## src/rtl/fifo_channel_module_if.sv

```systemverilog
// fifo_channel_module_if: token handshake bundle for one KPN FIFO channel.
//   entry_1/entry_valid/entry_ready     : upstream write side
//   output_1/output_valid/output_ready  : downstream read side
//   count/high_water                    : occupancy status
// master = the stages around the channel; slave = the channel itself.
interface fifo_channel_module_if #(
  parameter int CNT_W = 4
);
  logic [15:0]      entry_1;
  logic             entry_valid;
  logic             entry_ready;
  logic [15:0]      output_1;
  logic             output_valid;
  logic             output_ready;
  logic [CNT_W-1:0] count;
  logic [CNT_W-1:0] high_water;

  modport master (
    output entry_1, entry_valid, output_ready,
    input  entry_ready, output_1, output_valid, count, high_water
  );

  modport slave (
    input  entry_1, entry_valid, output_ready,
    output entry_ready, output_1, output_valid, count, high_water
  );
endinterface

```

## src/rtl/fifo_channel_module.sv

```systemverilog
// fifo_channel_module: blocking in-order FIFO channel for 16-bit tokens
// between two KPN stages, with occupancy and high-watermark reporting.
// Ports:
//   clk   - single clock, rising edge
//   reset - asynchronous, active-high
//   bus   - slave side of fifo_channel_module_if (write/read handshakes,
//           count, high_water)
// The head token is held in its own register so output_1 never comes from
// a combinational memory read.
module fifo_channel_module #(
  parameter int DEPTH = 8,
  parameter int CNT_W = $clog2(DEPTH) + 1
) (
  input logic                  clk,
  input logic                  reset,
  fifo_channel_module_if.slave bus
);
  localparam int               PTR_W  = $clog2(DEPTH);
  localparam logic [CNT_W-1:0] FULL_C = CNT_W'(DEPTH);
  localparam logic [CNT_W-1:0] ONE_C  = CNT_W'(1);
  localparam logic [CNT_W-1:0] ZERO_C = CNT_W'(0);

  logic [15:0]      mem_r [DEPTH];
  logic [PTR_W-1:0] wr_ptr_r;
  logic [PTR_W-1:0] rd_ptr_r;
  logic [CNT_W-1:0] count_r;
  logic [CNT_W-1:0] hw_r;
  logic [15:0]      head_r;

  logic             entry_ready_s;
  logic             output_valid_s;
  logic             wr_en_s;
  logic             rd_en_s;
  logic [PTR_W-1:0] rd_ptr_nxt_s;
  logic [CNT_W-1:0] count_nxt_s;
  logic [15:0]      head_nxt_s;

  // Handshake decode from registered count only.
  always_comb begin
    entry_ready_s  = !reset && (count_r != FULL_C);
    output_valid_s = (count_r != ZERO_C);
    wr_en_s        = bus.entry_valid && entry_ready_s;
    rd_en_s        = output_valid_s && bus.output_ready;
    // Slot after the current head; pointer wraps modulo DEPTH naturally.
    rd_ptr_nxt_s   = rd_ptr_r + PTR_W'(1);
  end

  // Next occupancy and next head token for each write/read combination.
  always_comb begin
    count_nxt_s = count_r;
    head_nxt_s  = head_r;
    case ({wr_en_s, rd_en_s})
      2'b10: begin
        count_nxt_s = count_r + ONE_C;
        // Writing into an empty channel makes the new token the head.
        if (count_r == ZERO_C) begin
          head_nxt_s = bus.entry_1;
        end else begin
          head_nxt_s = head_r;
        end
      end
      2'b01: begin
        count_nxt_s = count_r - ONE_C;
        // Stale when the last token leaves, but output_valid is low then.
        head_nxt_s  = mem_r[rd_ptr_nxt_s];
      end
      2'b11: begin
        count_nxt_s = count_r;
        // With one token stored the incoming token is the only successor.
        if (count_r == ONE_C) begin
          head_nxt_s = bus.entry_1;
        end else begin
          head_nxt_s = mem_r[rd_ptr_nxt_s];
        end
      end
      default: begin
        count_nxt_s = count_r;
        head_nxt_s  = head_r;
      end
    endcase
  end

  // Token storage; contents are meaningless until covered by count.
  always_ff @(posedge clk) begin
    if (wr_en_s) begin
      mem_r[wr_ptr_r] <= bus.entry_1;
    end
  end

  // Pointers, occupancy, head register and high-watermark.
  always_ff @(posedge clk or posedge reset) begin
    if (reset) begin
      wr_ptr_r <= '0;
      rd_ptr_r <= '0;
      count_r  <= '0;
      hw_r     <= '0;
      head_r   <= 16'h0000;
    end else begin
      if (wr_en_s) begin
        wr_ptr_r <= wr_ptr_r + PTR_W'(1);
      end
      if (rd_en_s) begin
        rd_ptr_r <= rd_ptr_nxt_s;
      end
      count_r <= count_nxt_s;
      head_r  <= head_nxt_s;
      if (count_nxt_s > hw_r) begin
        hw_r <= count_nxt_s;
      end
    end
  end

  assign bus.entry_ready  = entry_ready_s;
  assign bus.output_valid = output_valid_s;
  assign bus.output_1     = head_r;
  assign bus.count        = count_r;
  assign bus.high_water   = hw_r;
endmodule

```

## src/flat_wrapper.sv

```systemverilog
// flat-port wrapper written by rule: the top's interface ports become plain ports
module fifo_channel_module_flat 
#(
  parameter int DEPTH = 8,
  parameter int CNT_W = $clog2(DEPTH) + 1
)
  (clk, reset, bus_entry_1, bus_entry_valid, bus_output_ready, bus_entry_ready, bus_output_1, bus_output_valid, bus_count, bus_high_water);
  fifo_channel_module_if #(.CNT_W(CNT_W)) bus_i ();
  input logic clk;
  input logic reset;
  input wire logic [$bits(bus_i.entry_1)-1:0] bus_entry_1;
  input wire logic [$bits(bus_i.entry_valid)-1:0] bus_entry_valid;
  input wire logic [$bits(bus_i.output_ready)-1:0] bus_output_ready;
  output wire logic [$bits(bus_i.entry_ready)-1:0] bus_entry_ready;
  output wire logic [$bits(bus_i.output_1)-1:0] bus_output_1;
  output wire logic [$bits(bus_i.output_valid)-1:0] bus_output_valid;
  output wire logic [$bits(bus_i.count)-1:0] bus_count;
  output wire logic [$bits(bus_i.high_water)-1:0] bus_high_water;
  assign bus_i.entry_1 = bus_entry_1;
  assign bus_i.entry_valid = bus_entry_valid;
  assign bus_i.output_ready = bus_output_ready;
  assign bus_entry_ready = bus_i.entry_ready;
  assign bus_output_1 = bus_i.output_1;
  assign bus_output_valid = bus_i.output_valid;
  assign bus_count = bus_i.count;
  assign bus_high_water = bus_i.high_water;
  fifo_channel_module #(.DEPTH(DEPTH), .CNT_W(CNT_W)) u_core (.clk(clk), .reset(reset), .bus(bus_i));
endmodule
```

## config.mk

```make
export PLATFORM = sky130hd
export DESIGN_NAME = fifo_channel_module_flat
export DESIGN_NICKNAME = d
export VERILOG_FILES = /design/src/rtl/fifo_channel_module_if.sv /design/src/rtl/fifo_channel_module.sv /design/src/flat_wrapper.sv
export SDC_FILE = /design/constraint.sdc
export NUM_CORES = 1
export LEC_CHECK = 0
export BUFFER_PORTS_ARGS = -buffer_cell sky130_fd_sc_hd__buf_2
export CORE_UTILIZATION = 64
export DETAILED_ROUTE_END_ITERATION = 7
export HOLD_SLACK_MARGIN = 0.03
export PLACE_DENSITY = 0.84
export SYNTH_ARGS = -nofsm -noshare
export SYNTH_HDL_FRONTEND = slang
export SYNTH_SLANG_ARGS = --single-unit
```

## constraint.sdc

```tcl
create_clock -name clk -period 5.9 [get_ports clk]
set_clock_uncertainty 0.1 [all_clocks]
set_input_delay 0.59 -clock clk [delete_from_list [all_inputs] [get_ports clk]]
set_output_delay 0.59 -clock clk [all_outputs]
set_load 0.05 [all_outputs]
```

==> results.ini <==
[outcome]
status = complete, no violations

[timing]
finalSetupViolCount = 0
fin_tns_setup_ns = 0
slew_headroom = 0.347
fin_hold_ws_ns = 0.0751
slew_violations = 0
hold_viol_final = 0
worstMarginPinSlew_ns = 0.979
rsz0062_at_grt = false
fin_crit_ns = 3.98
finalCritPeriodShare = 0.675
fmax_mhz = 251

[clocking]
h-tree-depth = 4
clock_latency_ns = 0.53
clk_pin_slew_worst_paths_ns = 0.07
clk_path_buf_depth = 2
cts_buffers = 17
post_cts_resized = 0
tritoncts = done
postCtsHoldBufs = 0
clockRootBuffer = clkbuf_8
cts_sinks = 158
postCtsSetupRepairBufs = 0

[floorplan]
coreArea_um2 = 9730
die_h_um = 102
die_area_um2 = 10400
fp-row-count = 36
io_pins = 46
initial_core_util = 0.659
dieWidth_um = 102

[worst_setup_path]
cp.required_ns = 6.22
cp-end-kind = register
cp.arrival_ns = 4.30
worstPathMaxFanout = 8
cp-start-kind = register
regToRegSetupSlack_ns = 1.92
critical_path_class = register to register

[power_and_ir_drop]
powerDensity_nw_per_um2 = 562
ir_drop_mv = 0.282
total_power_mw = 4.17
leakage_nw = 2.72

[routing]
post_drt_wl_per_cell_um = 23.0
drtIter0Drc = 240
dr_total_vias = 3667
drc_errors = 0
drt_wl_total_mm = 13.3
via_per_inst = 6.36
ant_nets = 0
drtPass1Iterations = 5

[final_layout]
final_layout_size_suffix_gt1_frac = 0.304
nFillCells = 553
design_area_um2 = 7420
area_delta_synth_final_pct = 15.6
diodes = 0
finalNetCount = 463

[place]
place.gp.congestion = 0.721
placed_area_um2 = 6830
dpl.hpwl_mm = 7.54
io_buffers = 45

[logic_synthesis]
syn-cell-area_um2 = 6420
yosys_register_bits = 158
synth_enable_flop_cells = 128
ys.flop_type = edfxtp_1
syn_nets = 401
syn-instance-count = 369
yosys_warnings = 0
async_reset_ff_frac = 0.190
avgSynthCellArea_um2 = 17.4
yosysSeqAreaShare = 0.716
synth_cell_type_count = 45

[global_route]
grt_pass1_wl_mm = 20.6
antenna_found_initial = 0
grt-ovfl-total = 0
grt_max_degree = 37
track_usage = 0.285
grt_pass1_vias = 3773

[min_path]
min-delay-path-class = primary input to asynchronous set/reset pin

[flow_run]
drv_cap = 0

==> cells in the final DEF, fill, tap and decap left out, drive strengths merged, types with 2 or more instances in the layout <==
cell,count
clkinvlp,2
nand4,3
dfrtp,30
buf,57
mux2,2
mux2i,2
a221o,16
nand2,53
edfxtp,128
a21oi,21
nand2b,4
mux4,30
xor2,2
nor3,2
xnor2,3
nor2b,3
bufinv,2
clkbuf,17
ha,12
inv,19
nor2,12
clkinv,3
o21ai,6
==> synthesized netlist by cell type (5+ instances only) <==
library cell,count,area (um2)
a21oi_1,20,100
a221o_1,16,160
buf_2,6,30.0
clkbuf_1,5,18.8
dfrtp_1,30,751
edfxtp_1,128,3840
ha_1,12,150
inv_1,8,30.0
mux4_2,30,676
nand2_1,51,191
nor2_1,11,41.3
==> routing by layer <==
metal,wire length (um),track usage
met1,5060,0.357
met4,315,0.144
met3,989,0.0739
met5,0,0
met2,6910,0.466
==> worst paths after layout <==
kind,endpoint,depth (start not counted),startpoint
min in group clk,u_core.mem_r[3][3]$_DFFE_PP_,1,bus_entry_1[3]
max reg2reg,u_core.bus.high_water[3]$_DFFE_PP0N_,14,u_core.bus.count[1]$_DFF_PP0_
max,u_core.bus.high_water[3]$_DFFE_PP0N_,14,u_core.bus.count[1]$_DFF_PP0_
min reg2reg,u_core.rd_ptr_r[1]$_DFFE_PP0P_,2,u_core.rd_ptr_r[1]$_DFFE_PP0P_
max in group asynchronous,u_core.rd_ptr_r[0]$_DFFE_PP0P_,3,reset
min,u_core.bus.count[1]$_DFF_PP0_,3,reset
==> sequential cells by signal, indices dropped and copies added, names as in the netlist <==
signal / cells
u_core.mem_r: 128
u_core.bus.count: 4
u_core.wr_ptr_r: 3
u_core.bus.high_water: 4
u_core.bus.output_1: 16
u_core.rd_ptr_r: 3
==> cells by family after synthesis <==
kind of cell	Yosys count	share of synthesized area
AO/OA/AOI/OAI	52	0.0612
adder cells (fa/ha/maj)	12	0.0234
AND/OR/NAND/NOR	83	0.0597
flip-flops	158	0.716
buffers and inverters	25	0.0197
multiplexers	34	0.112
XOR/XNOR	5	0.00800
==> critical path, cell delays in order (launching register included) <==
cell      delay, ns
dfrtp_1        0.45
inv_1          0.11
ha_1           0.31
and3b_1        0.21
nand2b_1       0.20
ha_1           0.35
or4b_1         0.46
a21oi_1        0.13
nor2_1         0.05
a21oi_1        0.24
ha_1           0.30
nand4_1        0.09
o21ai_0        0.07
a21oi_1        0.41
mux2_2         0.39
==> area by class of cell <==
| type | instances | area (um2) | share of cell area |
|---|---|---|---|
| sequential | 158 | 4600 | 0.619 |
| multi-input combinational | 186 | 1710 | 0.230 |
| clock buffer | 17 | 414 | 0.0558 |
| timing repair buffer | 57 | 315 | 0.0425 |
| clock inverter | 15 | 175 | 0.0236 |
| tap | 133 | 166 | 0.0224 |
| inverter | 11 | 43.8 | 0.00590 |
==> per-stage QoR <==
step | instances | setup slack [ns] | utilization
2_1_floorplan | 369 | 1.94 | -
3_3_place_gp | 545 | 2.16 | 0.702
3_5_place_dp | 545 | 1.93 | 0.702
4_1_cts | 577 | 1.91 | 0.762
5_1_grt | 577 | 1.64 | 0.762
6_report | 577 | 1.92 | 0.762
==> report_power, final <==
group | internal (mW) | leakage (nW) | switching (mW) | total, mW
Combinational | 0.595 | 0.910 | 1.02 | 1.62
Sequential | 1.37 | 1.53 | 0.102 | 1.47
Clock | 0.618 | 0.286 | 0.461 | 1.08
No activity file was read; power rests on OpenSTA's default activity.
